$ cat config.mk
export PLATFORM = sky130hd
export DESIGN_NAME = apb_node_regslice
export DESIGN_NICKNAME = d
export VERILOG_FILES = /design/src/rtl/apb_node_regslice.sv
export SDC_FILE = /design/constraint.sdc
export NUM_CORES = 1
export LEC_CHECK = 0
export BUFFER_PORTS_ARGS = -buffer_cell sky130_fd_sc_hd__buf_2
export CORE_AREA = 2 2 188 190
export CTS_CLUSTER_DIAMETER = 100
export DETAILED_ROUTE_END_ITERATION = 8
export DIE_AREA = 0 0 190 192
export PLACE_DENSITY = 0.5
export SYNTH_ARGS = -nofsm -noshare
export SYNTH_HDL_FRONTEND = slang
export SYNTH_SLANG_ARGS = --single-unit
$ cat constraint.sdc
create_clock -name clk -period 2.1 [get_ports clk]
set_input_delay 0.42 -clock clk [delete_from_list [all_inputs] [get_ports clk]]
set_output_delay 0.42 -clock clk [all_outputs]
set_load 0.05 [all_outputs]
$ cat src/rtl/apb_node_regslice.sv
// APB 1-to-NB_SLAVES node: registered request path, inclusive range decode, decode-error response.
// Define APB_NODE_TIMEOUT_EN to enable the per-transfer access timeout and timeout_o pulse.
module apb_node_regslice #(
    parameter int NB_SLAVES  = 9,
    parameter int ADDR_WIDTH = 32,
    parameter int DATA_WIDTH = 32,
    parameter logic [NB_SLAVES*ADDR_WIDTH-1:0] START_ADDR = {
        32'h1A11_0000, 32'h1A10_7000, 32'h1A10_6000, 32'h1A10_5000, 32'h1A10_4000,
        32'h1A10_3000, 32'h1A10_2000, 32'h1A10_1000, 32'h1A10_0000},
    parameter logic [NB_SLAVES*ADDR_WIDTH-1:0] END_ADDR = {
        32'h1A11_7FFF, 32'h1A10_7FFF, 32'h1A10_6FFF, 32'h1A10_5FFF, 32'h1A10_4FFF,
        32'h1A10_3FFF, 32'h1A10_2FFF, 32'h1A10_1FFF, 32'h1A10_0FFF},
    parameter int TIMEOUT_CYCLES = 256
) (
    input  logic                            clk,
    input  logic                            rst,
    input  logic [ADDR_WIDTH-1:0]           s_paddr,
    input  logic [DATA_WIDTH-1:0]           s_pwdata,
    input  logic                            s_pwrite,
    input  logic                            s_psel,
    input  logic                            s_penable,
    output logic [DATA_WIDTH-1:0]           s_prdata,
    output logic                            s_pready,
    output logic                            s_pslverr,
    output logic [ADDR_WIDTH-1:0]           m_paddr,
    output logic [DATA_WIDTH-1:0]           m_pwdata,
    output logic                            m_pwrite,
    output logic [NB_SLAVES-1:0]            m_psel,
    output logic                            m_penable,
    input  logic [NB_SLAVES*DATA_WIDTH-1:0] m_prdata,
    input  logic [NB_SLAVES-1:0]            m_pready,
    input  logic [NB_SLAVES-1:0]            m_pslverr,
    output logic                            timeout_o
);

    localparam int IDX_W = (NB_SLAVES > 1) ? $clog2(NB_SLAVES) : 1;

    typedef enum logic [1:0] {IDLE, M_SETUP, M_ACCESS, RESP} state_t;

    state_t                  state_q, state_d;
    logic [ADDR_WIDTH-1:0]   addr_q, addr_d;
    logic [DATA_WIDTH-1:0]   wdata_q, wdata_d;
    logic                    write_q, write_d;
    logic [IDX_W-1:0]        idx_q, idx_d;
    logic [DATA_WIDTH-1:0]   rdata_q, rdata_d;
    logic                    slverr_q, slverr_d;
    logic [IDX_W:0]          dec;
    logic [DATA_WIDTH-1:0]   sel_rdata;
    logic                    sel_ready;
    logic                    sel_err;

`ifdef APB_NODE_TIMEOUT_EN
    localparam int CNT_W = $clog2(TIMEOUT_CYCLES + 1);
    localparam logic [CNT_W-1:0] CNT_LAST = CNT_W'(TIMEOUT_CYCLES - 1);
    logic [CNT_W-1:0]        cnt_q, cnt_d;
    logic                    timeout_q, timeout_d;
`else
    logic                    unused_timeout_cfg;
    assign unused_timeout_cfg = (TIMEOUT_CYCLES > 0);
`endif

    // Returns {hit, index}; scanning downwards lets the lowest matching index win on overlap.
    function automatic logic [IDX_W:0] decode(input logic [ADDR_WIDTH-1:0] a);
        logic [IDX_W:0] r;
        r = '0;
        for (int i = NB_SLAVES - 1; i >= 0; i--) begin
            if (a >= START_ADDR[i*ADDR_WIDTH +: ADDR_WIDTH] &&
                a <= END_ADDR[i*ADDR_WIDTH +: ADDR_WIDTH])
                r = {1'b1, IDX_W'(i)};
        end
        return r;
    endfunction

    assign dec = decode(s_paddr);

    always_comb begin
        sel_rdata = '0;
        sel_ready = 1'b0;
        sel_err   = 1'b0;
        for (int i = 0; i < NB_SLAVES; i++) begin
            if (int'(idx_q) == i) begin
                sel_rdata = m_prdata[i*DATA_WIDTH +: DATA_WIDTH];
                sel_ready = m_pready[i];
                sel_err   = m_pslverr[i];
            end
        end
    end

    always_comb begin
        state_d  = state_q;
        addr_d   = addr_q;
        wdata_d  = wdata_q;
        write_d  = write_q;
        idx_d    = idx_q;
        rdata_d  = rdata_q;
        slverr_d = slverr_q;
`ifdef APB_NODE_TIMEOUT_EN
        cnt_d     = cnt_q;
        timeout_d = 1'b0;
`endif
        case (state_q)
            IDLE: begin
                if (s_psel && !s_penable) begin
                    addr_d  = s_paddr;
                    wdata_d = s_pwdata;
                    write_d = s_pwrite;
                    if (dec[IDX_W]) begin
                        idx_d   = dec[IDX_W-1:0];
                        state_d = M_SETUP;
                    end else begin
                        rdata_d  = '0;
                        slverr_d = 1'b1;
                        state_d  = RESP;
                    end
                end
            end
            M_SETUP: begin
                state_d = M_ACCESS;
`ifdef APB_NODE_TIMEOUT_EN
                cnt_d = '0;
`endif
            end
            M_ACCESS: begin
                // A response on the final allowed cycle takes priority over the timeout.
                if (sel_ready) begin
                    rdata_d  = sel_rdata;
                    slverr_d = sel_err;
                    state_d  = RESP;
                end
`ifdef APB_NODE_TIMEOUT_EN
                else if (cnt_q == CNT_LAST) begin
                    rdata_d   = '0;
                    slverr_d  = 1'b1;
                    timeout_d = 1'b1;
                    state_d   = RESP;
                end else if (cnt_q != '1) begin
                    cnt_d = cnt_q + CNT_W'(1);
                end
`endif
            end
            RESP:    state_d = IDLE;
            default: state_d = IDLE;
        endcase
    end

    always_ff @(posedge clk) begin
        if (rst) begin
            state_q  <= IDLE;
            addr_q   <= '0;
            wdata_q  <= '0;
            write_q  <= 1'b0;
            idx_q    <= '0;
            rdata_q  <= '0;
            slverr_q <= 1'b0;
`ifdef APB_NODE_TIMEOUT_EN
            cnt_q     <= '0;
            timeout_q <= 1'b0;
`endif
        end else begin
            state_q  <= state_d;
            addr_q   <= addr_d;
            wdata_q  <= wdata_d;
            write_q  <= write_d;
            idx_q    <= idx_d;
            rdata_q  <= rdata_d;
            slverr_q <= slverr_d;
`ifdef APB_NODE_TIMEOUT_EN
            cnt_q     <= cnt_d;
            timeout_q <= timeout_d;
`endif
        end
    end

    always_comb begin
        m_psel = '0;
        if (state_q == M_SETUP || state_q == M_ACCESS) begin
            for (int i = 0; i < NB_SLAVES; i++)
                m_psel[i] = (int'(idx_q) == i);
        end
    end

    assign m_penable = (state_q == M_ACCESS);
    assign m_paddr   = addr_q;
    assign m_pwdata  = wdata_q;
    assign m_pwrite  = write_q;
    assign s_pready  = (state_q == RESP);
    assign s_prdata  = (state_q == RESP) ? rdata_q : '0;
    assign s_pslverr = (state_q == RESP) && slverr_q;

`ifdef APB_NODE_TIMEOUT_EN
    assign timeout_o = timeout_q;
`else
    assign timeout_o = 1'b0;
`endif

endmodule

# After elaboration in Yosys (flattened, before gate mapping)
# Cells that the tools add are included.
# totals
reg_bits,104
latchBits,0
mem_bits_rw,0
rom_bits,0
in_bits,375
output_inout_bits,110
elab_cells,109
memories,0
# classes
addsub,0
multipliers,0
div,0
n_lt_le_gt_ge,18
n_eq_ne,14
shift,0
n_mux,50
n_bitwise,0
n_reduce_logical,20
# op_table
operator,n
$mux W32,13
$ge A32 B29 Y1 const B,9
$le A32 B29 Y1 const B,9
$pmux W32 S2,1
$mux W5,9
$mux W1,21
$eq A4 B4 Y1 const B,5
$logic_and A1 B1 Y1,11
$mux W9,1
$eq A4 B3 Y1 const B,2
$pmux W2 S4,1
$mux W2,3
$eq A2 B2 Y1 const B,2
$eq A4 B2 Y1 const B,1
$logic_not A4 Y1,1
$ne A2 B2 Y1 const B,2
$reduce_and A2 Y1,2
$reduce_and A4 Y1,1
$reduce_and A3 Y1,1
$eq A2 B1 Y1 const B,1
$logic_not A2 Y1,1
$ne A2 B1 Y1 const B,1
$pmux W1 S2,1
$reduce_bool A2 Y1,1
2 further kinds,2

# Depth between registers and ports, before layout
# Gate-level depths: netlist of run 1.
# depth
ltp_word,14
mapped_depth,9
mapped_depth_nobuf,7

# Worst setup path after synthesis of run 1
# No wires, ideal clock.
# synth_timing
path_kind,reg2out
start,register idx_q[0]
end,output m_psel[0]
arrival_time_ps,2188
required_ps,1680
setup_slack_ps,-508
path_stages_with_launch,7
path_buffers,5
path_cell_list,dfxtp_1 buf_2 buf_4 buf_2 buf_2 buf_2 nor3_1
# synth_via
elab_chain_len,2
# synth_lines
item,line_no,source
from (decl),44,"logic [IDX_W-1:0] idx_q, idx_d;"
from (signal assigned),164,idx_q <= idx_d;
$logic_not A4 Y1,178,m_psel[i] = (int'(idx_q) == i);
$mux W9,176,if (state_q == M_SETUP || state_q == M_ACCESS) begin
to (decl),28,"output logic [NB_SLAVES-1:0] m_psel,"
# No other way between the ends.

# Final worst setup path of run 1
# layout_timing
start,register idx_q[1]
end,register rdata_q[30]
# layout_via
elab_chain_len,12
elab_cells_between_ends,31
classes_between,eq/ne (9); mux (20); reduce/logical (2)
# layout_lines
item,line_no,source
$logic_not A4 Y1,81,if (int'(idx_q) == i) begin
$mux W1 / $mux W32 (equally long branches) (9 in series),81,
$ne A2 B1 Y1 (no source line) / $mux W32 (equally long branches),--,
$reduce_and A4 Y1 (no source line) / $pmux W32 S2 (equally long branches),--,
to (signal assigned),165,rdata_q <= rdata_d;
to (decl),45,"logic [DATA_WIDTH-1:0] rdata_q, rdata_d;"
# Several ways; a longest one is shown, not always the timed one. The select of a mux whose other input is x is not followed.
# A chain may end at the register's enable or synchronous reset.

==> metrics.md, run 1 <==
| Metric | Value |
|---|---|
| Clock root buffer | `clkbuf_16` |
| Min setup slack post-route | `-0.657 ps` |
| Max-capacitance violation count | `0` |
| Outcome | `finished with violations` |
| Sw Pwr | `2.74 mW` |
| Clock Latency Late Sink | `370 ps` |
| Hold crit path type | `in2reg` |
| Sequential fraction of the synthesis area | `29.3%` |
| Clock Tree Buf Depth | `2` |
| Routed wire length | `39600 um` |
| Synth Register Bits | `104` |
| Highest-count cells in the layout ignoring fill and taps | `buf_2 (440), nand2_1 (154), a21oi_1 (123), dfxtp_1 (99), buf_4 (84)` |
| Part of the power in combinational logic | `42.7%` |
| DP Area | `11100 um^2` |
| Hold Slack | `278 ps` |
| Fin Setup TNS | `-0.657 ps` |
| Netlist cell types | `57` |
| Crit path arrival time | `2350 ps` |
| Core area | `34300 um^2` |
| HP Start | `s_paddr[9]` |
| Worst path required time | `2350 ps` |
| # DRC | `0` |
| Initial antenna violation count | `11` |
| TritonCTS Sinks | `104` |
| I/O Pins | `485` |
| Fmax | `476 MHz` |
| Gr ovfl total | `0` |
| First DRT Iteration DRCs | `474` |
| IO Port Bufs | `483` |
| Filler cells | `3659` |
| Worst setup startpoint | `idx_q[1]` |
| Die width | `190 um` |
| Synth-to-Final Area Change | `70.2%` |
| Synthesized area per cell | `7.63 um^2` |
| Total internal power | `4.27 mW` |
| Layout cells sized above 1 | `48.3%` |
| Via/cell ratio | `4.71` |
| Minimum clock period | `2100 ps` |
| Asr flop ratio synth | `0%` |
| Fin crit share | `100%` |
| Worst-path fanout max | `15` |
| Origin of the critical flop-to-flop path | `idx_q[1]` |
| Routed Antenna Nets | `0` |
| Crit. End Element | `register` |
| Slew @ Worst Pin | `739 ps` |
| Full die area | `36500 um^2` |
| Slew Limit Headroom | `50.8%` |
| Crit Path Class | `reg2reg` |
| Setup violations, final | `1` |
| Die height | `192 um` |
| Synth Cell Area | `7110 um^2` |
| Max Slew Vio Count | `0` |
| Layout Skew | `14.7 ps` |
| # rows | `68` |
| RSZ-0062 raised after global routing | `true` |
| First-pass GRT wire length | `55000 um` |
| Via count of the first global-routing pass | `8864` |
| CTS H-Tree Depth | `3` |
| Pin count of the biggest net entering global routing | `66` |
| Setup crit start kind | `register` |
| Clock slew at reported path FFs | `90 ps` |
| Failing checks | `negative setup slack` |
| Net count, final | `1827` |
| Clock Power Share | `24.8%` |
| Flop pwr share | `32.5%` |
| Syn. warnings | `0` |
| Number of synthesized flops with an enable pin | `0` |
| All-Layer GR Usage | `20.2%` |
| Via count | `9024` |
| Post-Synthesis Cells | `932` |
| Final Instance Area | `12100 um^2` |
| TritonCTS clock tree | `done` |
| TritonRoute pass-1 iters | `5` |
| Leak Pwr | `5.39 nW` |
| Net Sw Frac | `39.1%` |
| GPL Wtd Cong | `0.964` |
| HPWL Detailed | `31400 um` |
| Syn_nets | `1310` |
| Commonest non-fill, non-tap cell in the layout | `buf_2` |
| Power density cells | `580 nW/um^2` |
| Primary FF master, synth | `dfxtp_1` |
| Num CTS Buffers | `9` |
| Hold_buf cts | `0` |
| Initial core utilization | `20.7%` |
| DR WL/cell | `20.7 um` |
| Max IR drop VDD | `0.415 mV` |
| Hold Violations, Final | `0` |
[power by group through the flow]
stage	Combinational, mW	Clock (mW)	Sequential [mW]
4_1_cts	2.76	1.81	2.29
3_5_place_dp	2.66	0	2.33
6_report	3.00	1.74	2.28
5_1_grt	3.21	1.88	2.31
3_3_place_gp	2.63	0	2.32
2_1_floorplan	1.17	0	2.76
[cell families (layout without fill, tap and decap cells)]
logic type	Yosys count	in the layout	share of synthesized area (%)
simple gates	346	346	24.3
compound gates	276	276	23.8
other cells	1	7	0.0527
fa+ha+maj	3	3	0.528
buf+inv	99	621	5.96
mux	103	103	16.1
flops	104	104	29.3
[worst paths after layout]
kind | slack [ps] | depth (start not counted) | end
max reg2reg | -0.7 | 7 | rdata_q[30]
max | -0.7 | 7 | rdata_q[30]
min | 280 | 3 | m_paddr[9]
min reg2reg | 450 | 2 | m_pwdata[8]
[layer usage]
metal	share of wire [%]	GRT usage [%]	up-vias	wire, um
met4	2.3	5.64	4	906
met1	38	22.5	4238	15100
met5	0.061	0	-	24
met2	52	38.1	372	20700
li1	-	-	4363	-
met3	7.2	4.92	47	2860
[Yosys cell counts, drive strengths merged (4+ instances only)]
cell type	instances	area share, %
o21ba	4	0.56
a22oi	7	0.74
o221ai	8	0.99
o21ai	35	2.5
and3	7	0.62
buf	29	2.3
nor3	26	2.0
nand2b	25	2.2
clkbuf	61	3.2
dfxtp	104	29
a211oi	20	2.1
nand2	155	8.2
a31oi	6	0.53
inv	8	0.42
nor2b	45	4.0
mux4	4	1.3
o22ai	43	4.0
nor2	22	1.2
mux2	34	5.7
a21oi	125	8.8
nand3	8	0.56
a221o	7	0.99
and2	40	3.5
a221oi	5	0.62
o31ai	6	0.63
mux2i	65	9.1
[through the flow]
step	instances	util (%)	total power, mW	worst slack (ps)
after floorplan	932	-	3.94	-93.6
after global placement	1867	32.4	4.95	-189
after detailed placement	1867	32.4	4.99	-211
after CTS	1888	33.9	6.86	-3.87
after global routing	1914	35.3	7.40	-50.9
final	1915	35.3	7.02	-0.657
[what timing repair did]
item	CTS	global route
resized for setup	35	45
gates cloned	1	5
endpoints found under the setup margin	40	44
pin swaps	1	1
endpoints found under the hold margin	0	0
buffers inserted	4	16
[critical path, stage by stage, from the launching register on]
cell and delay [ps]:
dfxtp_4 420, buf_12 190, buf_4 180, mux2i_1 190, o22ai_1 90, o22ai_1 480
a21oi_1 140, mux2_4 290
[area by class of cell]
class | count | area, um^2 | area share (%)
multi-input combinational | 729 | 4880 | 40.3
timing repair buffer | 596 | 4200 | 34.7
sequential | 104 | 2100 | 17.3
tap | 455 | 569 | 4.70
clock buffer | 10 | 239 | 1.97
clock inverter | 6 | 67.6 | 0.558
inverter | 9 | 33.8 | 0.279
antenna | 6 | 15.0 | 0.124
[registers in the layout, indices dropped and copies added (netlist names)]
register	count
m_pwdata	32
rdata_q	32
idx_q	4
state_q	2
m_paddr	32
m_pwrite	1
slverr_q	1
(Power assumes the default switching activity.)
==> run 2: changes to the inputs <==
--- a/config.mk
+++ b/config.mk
@@ -10,7 +10,6 @@
 export CTS_CLUSTER_DIAMETER = 100
 export DETAILED_ROUTE_END_ITERATION = 8
 export DIE_AREA = 0 0 190 192
-export PLACE_DENSITY = 0.5
 export SYNTH_ARGS = -nofsm -noshare
 export SYNTH_HDL_FRONTEND = slang
 export SYNTH_SLANG_ARGS = --single-unit
==> run 2 against run 1 <==
Effect of this change:
- the flow now finishes without violations
- via count down 0.76%
- maximum frequency up 1.0%
- total power decreased by 2.5%
- flip-flop and latch count stayed put
- first-iteration DRC count rose by 15%
- die area unchanged
- global-route usage down 0.93 points
- highest routed layer unchanged
==> metrics.md, run 2 (same netlist as run 1, synthesis figures left out) <==
| Metric | Value |
|---|---|
| RSZ-0062 raised after global routing | `true` |
| Met1 usage | `20.8% (-1.7 points)` |
| IO Port Bufs | `483 (unchanged)` |
| Setup crit start kind | `register` |
| Routed wire length | `37000 um (-6.6%)` |
| Minimum clock period | `2080 ps (-21.7 ps)` |
| # rows | `68 (unchanged)` |
| DP Area | `11100 um^2 (+0.16%)` |
| Highest-count cells in the layout ignoring fill and taps | `buf_2 (439), nand2_1 (153), a21oi_1 (124), dfxtp_1 (98), buf_4 (81)` |
| Core area | `34300 um^2 (unchanged)` |
| Hold crit path type | `in2reg` |
| Setup violations, final | `0 (-1)` |
| Met3 Use GR | `5.21% (+0.29 points)` |
| TritonCTS Sinks | `104 (unchanged)` |
| Max Slew Vio Count | `0 (unchanged)` |
| Crit path arrival time | `1660 ps (-690 ps)` |
| Via/cell ratio | `4.71 (-0.14%)` |
| I/O Pins | `485 (unchanged)` |
| Net Sw Frac | `39.7% (+0.56 points)` |
| TritonRoute pass-1 iters | `5 (unchanged)` |
| Final Instance Area | `11800 um^2 (-2.3%)` |
| Gr ovfl total | `0 (unchanged)` |
| Sw Pwr | `2.71 mW (-1.1%)` |
| Die height | `192 um (unchanged)` |
| Worst-path fanout max | `15 (unchanged)` |
| Die width | `190 um (unchanged)` |
| Global routing's busiest layer | `met2` |
| Layout cells sized above 1 | `46.7% (-1.6 points)` |
| Pin count of the biggest net entering global routing | `90 (+36%)` |
| Worst stage delay on the critical path | `400 ps (-80 ps)` |
| Initial antenna violation count | `8 (-3)` |
| Max-capacitance violation count | `0 (unchanged)` |
| Part of the power in combinational logic | `40.8% (-1.9 points)` |
| Origin of the critical flop-to-flop path | `idx_q[1]` |
| Crit. End Element | `output pin` |
| Clock Tree Buf Depth | `2 (unchanged)` |
| Commonest non-fill, non-tap cell in the layout | `buf_2` |
| Clock root buffer | `clkbuf_16` |
| Fin crit share | `99.0% (-1.0 points)` |
| Slew Limit Headroom | `55.1% (+4.4 points)` |
| Clock Power Share | `25.7% (+0.9 points)` |
| HP Start | `s_paddr[6]` |
| Total internal power | `4.13 mW (-3.4%)` |
| Max IR drop VDD | `0.491 mV (+18%)` |
| Filler cells | `3682 (+0.63%)` |
| Slowest cell on the critical path | `dfxtp_4` |
| # DRC | `0 (unchanged)` |
| Met2 Track Usage GR | `37.1% (-0.95 points)` |
| Flop pwr share | `33.4% (+0.9 points)` |
| Num CTS Buffers | `9 (unchanged)` |
| First-pass GRT wire length | `52900 um (-3.9%)` |
| HPWL Detailed | `29900 um (-4.7%)` |
| Full die area | `36500 um^2 (unchanged)` |
| Power density cells | `579 nW/um^2 (-0.16%)` |
| Worst path cell trace | `buf_12 -> and4b_4 -> buf_12 -> and2_2 -> buf_6` |
| Initial core utilization | `20.7% (unchanged)` |
| Leak Pwr | `5.25 nW (-2.5%)` |
| Hold Slack | `278 ps (-0.306 ps)` |
| CTS H-Tree Depth | `3 (unchanged)` |
| First DRT Iteration DRCs | `545 (+15%)` |
| Clock slew at reported path FFs | `90 ps (about the same)` |
| TritonCTS clock tree | `done` |
| Routed Antenna Nets | `0 (unchanged)` |
| Net count, final | `1815 (-0.66%)` |
| Fmax | `481 MHz (+1.0%)` |
| DR WL/cell | `19.5 um (-6.0%)` |
| Crit-path most repeated cell | `buf_12` |
| Hold Violations, Final | `0 (unchanged)` |
| Worst path required time | `1680 ps (-670 ps)` |
| Via count of the first global-routing pass | `8850 (-0.16%)` |
| Outcome | `complete, no violations` |
| Layout Skew | `13.1 ps (-1.57 ps)` |
| Slew @ Worst Pin | `673 ps (-65.9 ps)` |
| Via count | `8955 (-0.76%)` |
| Crit Path Class | `reg2out` |
| Worst setup startpoint | `idx_q[2]` |
| Clock Latency Late Sink | `370 ps (about the same)` |
| GPL Wtd Cong | `0.904 (-6.2%)` |
| Synth-to-Final Area Change | `66.2%` |
| All-Layer GR Usage | `19.3% (-0.93 points)` |
-- run 2: cell count changes in the layout (fill, tap and decap cells not counted), sizes merged --
cell / before / now
buf: 591 / 582
bufbuf: 1 / 2
clkbuf: 14 / 9
clkinv: 3 / 5
inv: 12 / 11
-- run 2: worst paths after layout --
path                 end  slack [ps]  cells after the start
min reg2reg  m_paddr[15]         450                      2
max reg2reg  rdata_q[16]          30                      7
min           m_paddr[6]         280                      3
max            m_psel[7]          20                      5
-- run 2: layout make-up --
cell class / count / area, um^2 / share of cell area [%]
Tap cell: 455 / 569 / 4.81
Inverter: 9 / 33.8 / 0.286
Multi-Input combinational cell: 729 / 4790 / 40.5
Antenna cell: 6 / 15.0 / 0.127
Clock buffer: 9 / 225 / 1.90
Clock inverter: 7 / 93.8 / 0.794
Sequential cell: 104 / 2100 / 17.8
Timing Repair Buffer: 584 / 4000 / 33.8
-- run 2: per-layer routing --
| layer | wire length, um | share of wire (%) |
|---|---|---|
| met5 | 27 | 0.073 |
| met1 | 13700 | 37 |
| met3 | 2880 | 7.8 |
| met2 | 19700 | 53 |
| met4 | 739 | 2.0 |
-- run 2: metrics by stage --
step	setup TNS [ps]	total power [mW]	utilization, %	std cells	worst slack (ps)
6_report	0	6.84	34.5	1903	21.0
3_3_place_gp	-4440	5.00	32.5	1871	-236
4_1_cts	0	6.93	34.1	1892	2.46
2_1_floorplan	-345	3.94	-	932	-93.6
5_1_grt	-1340	7.22	34.4	1898	-66.6
3_5_place_dp	-5420	5.05	32.5	1871	-241
-- run 2: what timing repair did --
action	4_1_cts	5_1_grt
hold buffers	0	0
hold endpoints to repair	0	0
endpoints found under the setup margin	42	42
gates cloned	2	0
resized for setup	39	20
pin swaps	1	2
buffers inserted	3	5
-- run 2: critical path: cells and delay by family, from the launching register on --
family / cells / cell delay, ps
buffers and inverters: 3 / 460
flip-flops: 1 / 400
AND/OR/NAND/NOR: 2 / 440
-- run 2: power by group through the flow --
stage | logic, mW | clock network, mW | registers, mW
finish | 2.79 | 1.76 | 2.29
global route | 3.01 | 1.90 | 2.31
CTS | 2.82 | 1.82 | 2.29
detailed placement | 2.72 | 0 | 2.33
global placement | 2.67 | 0 | 2.32
floorplan | 1.17 | 0 | 2.76
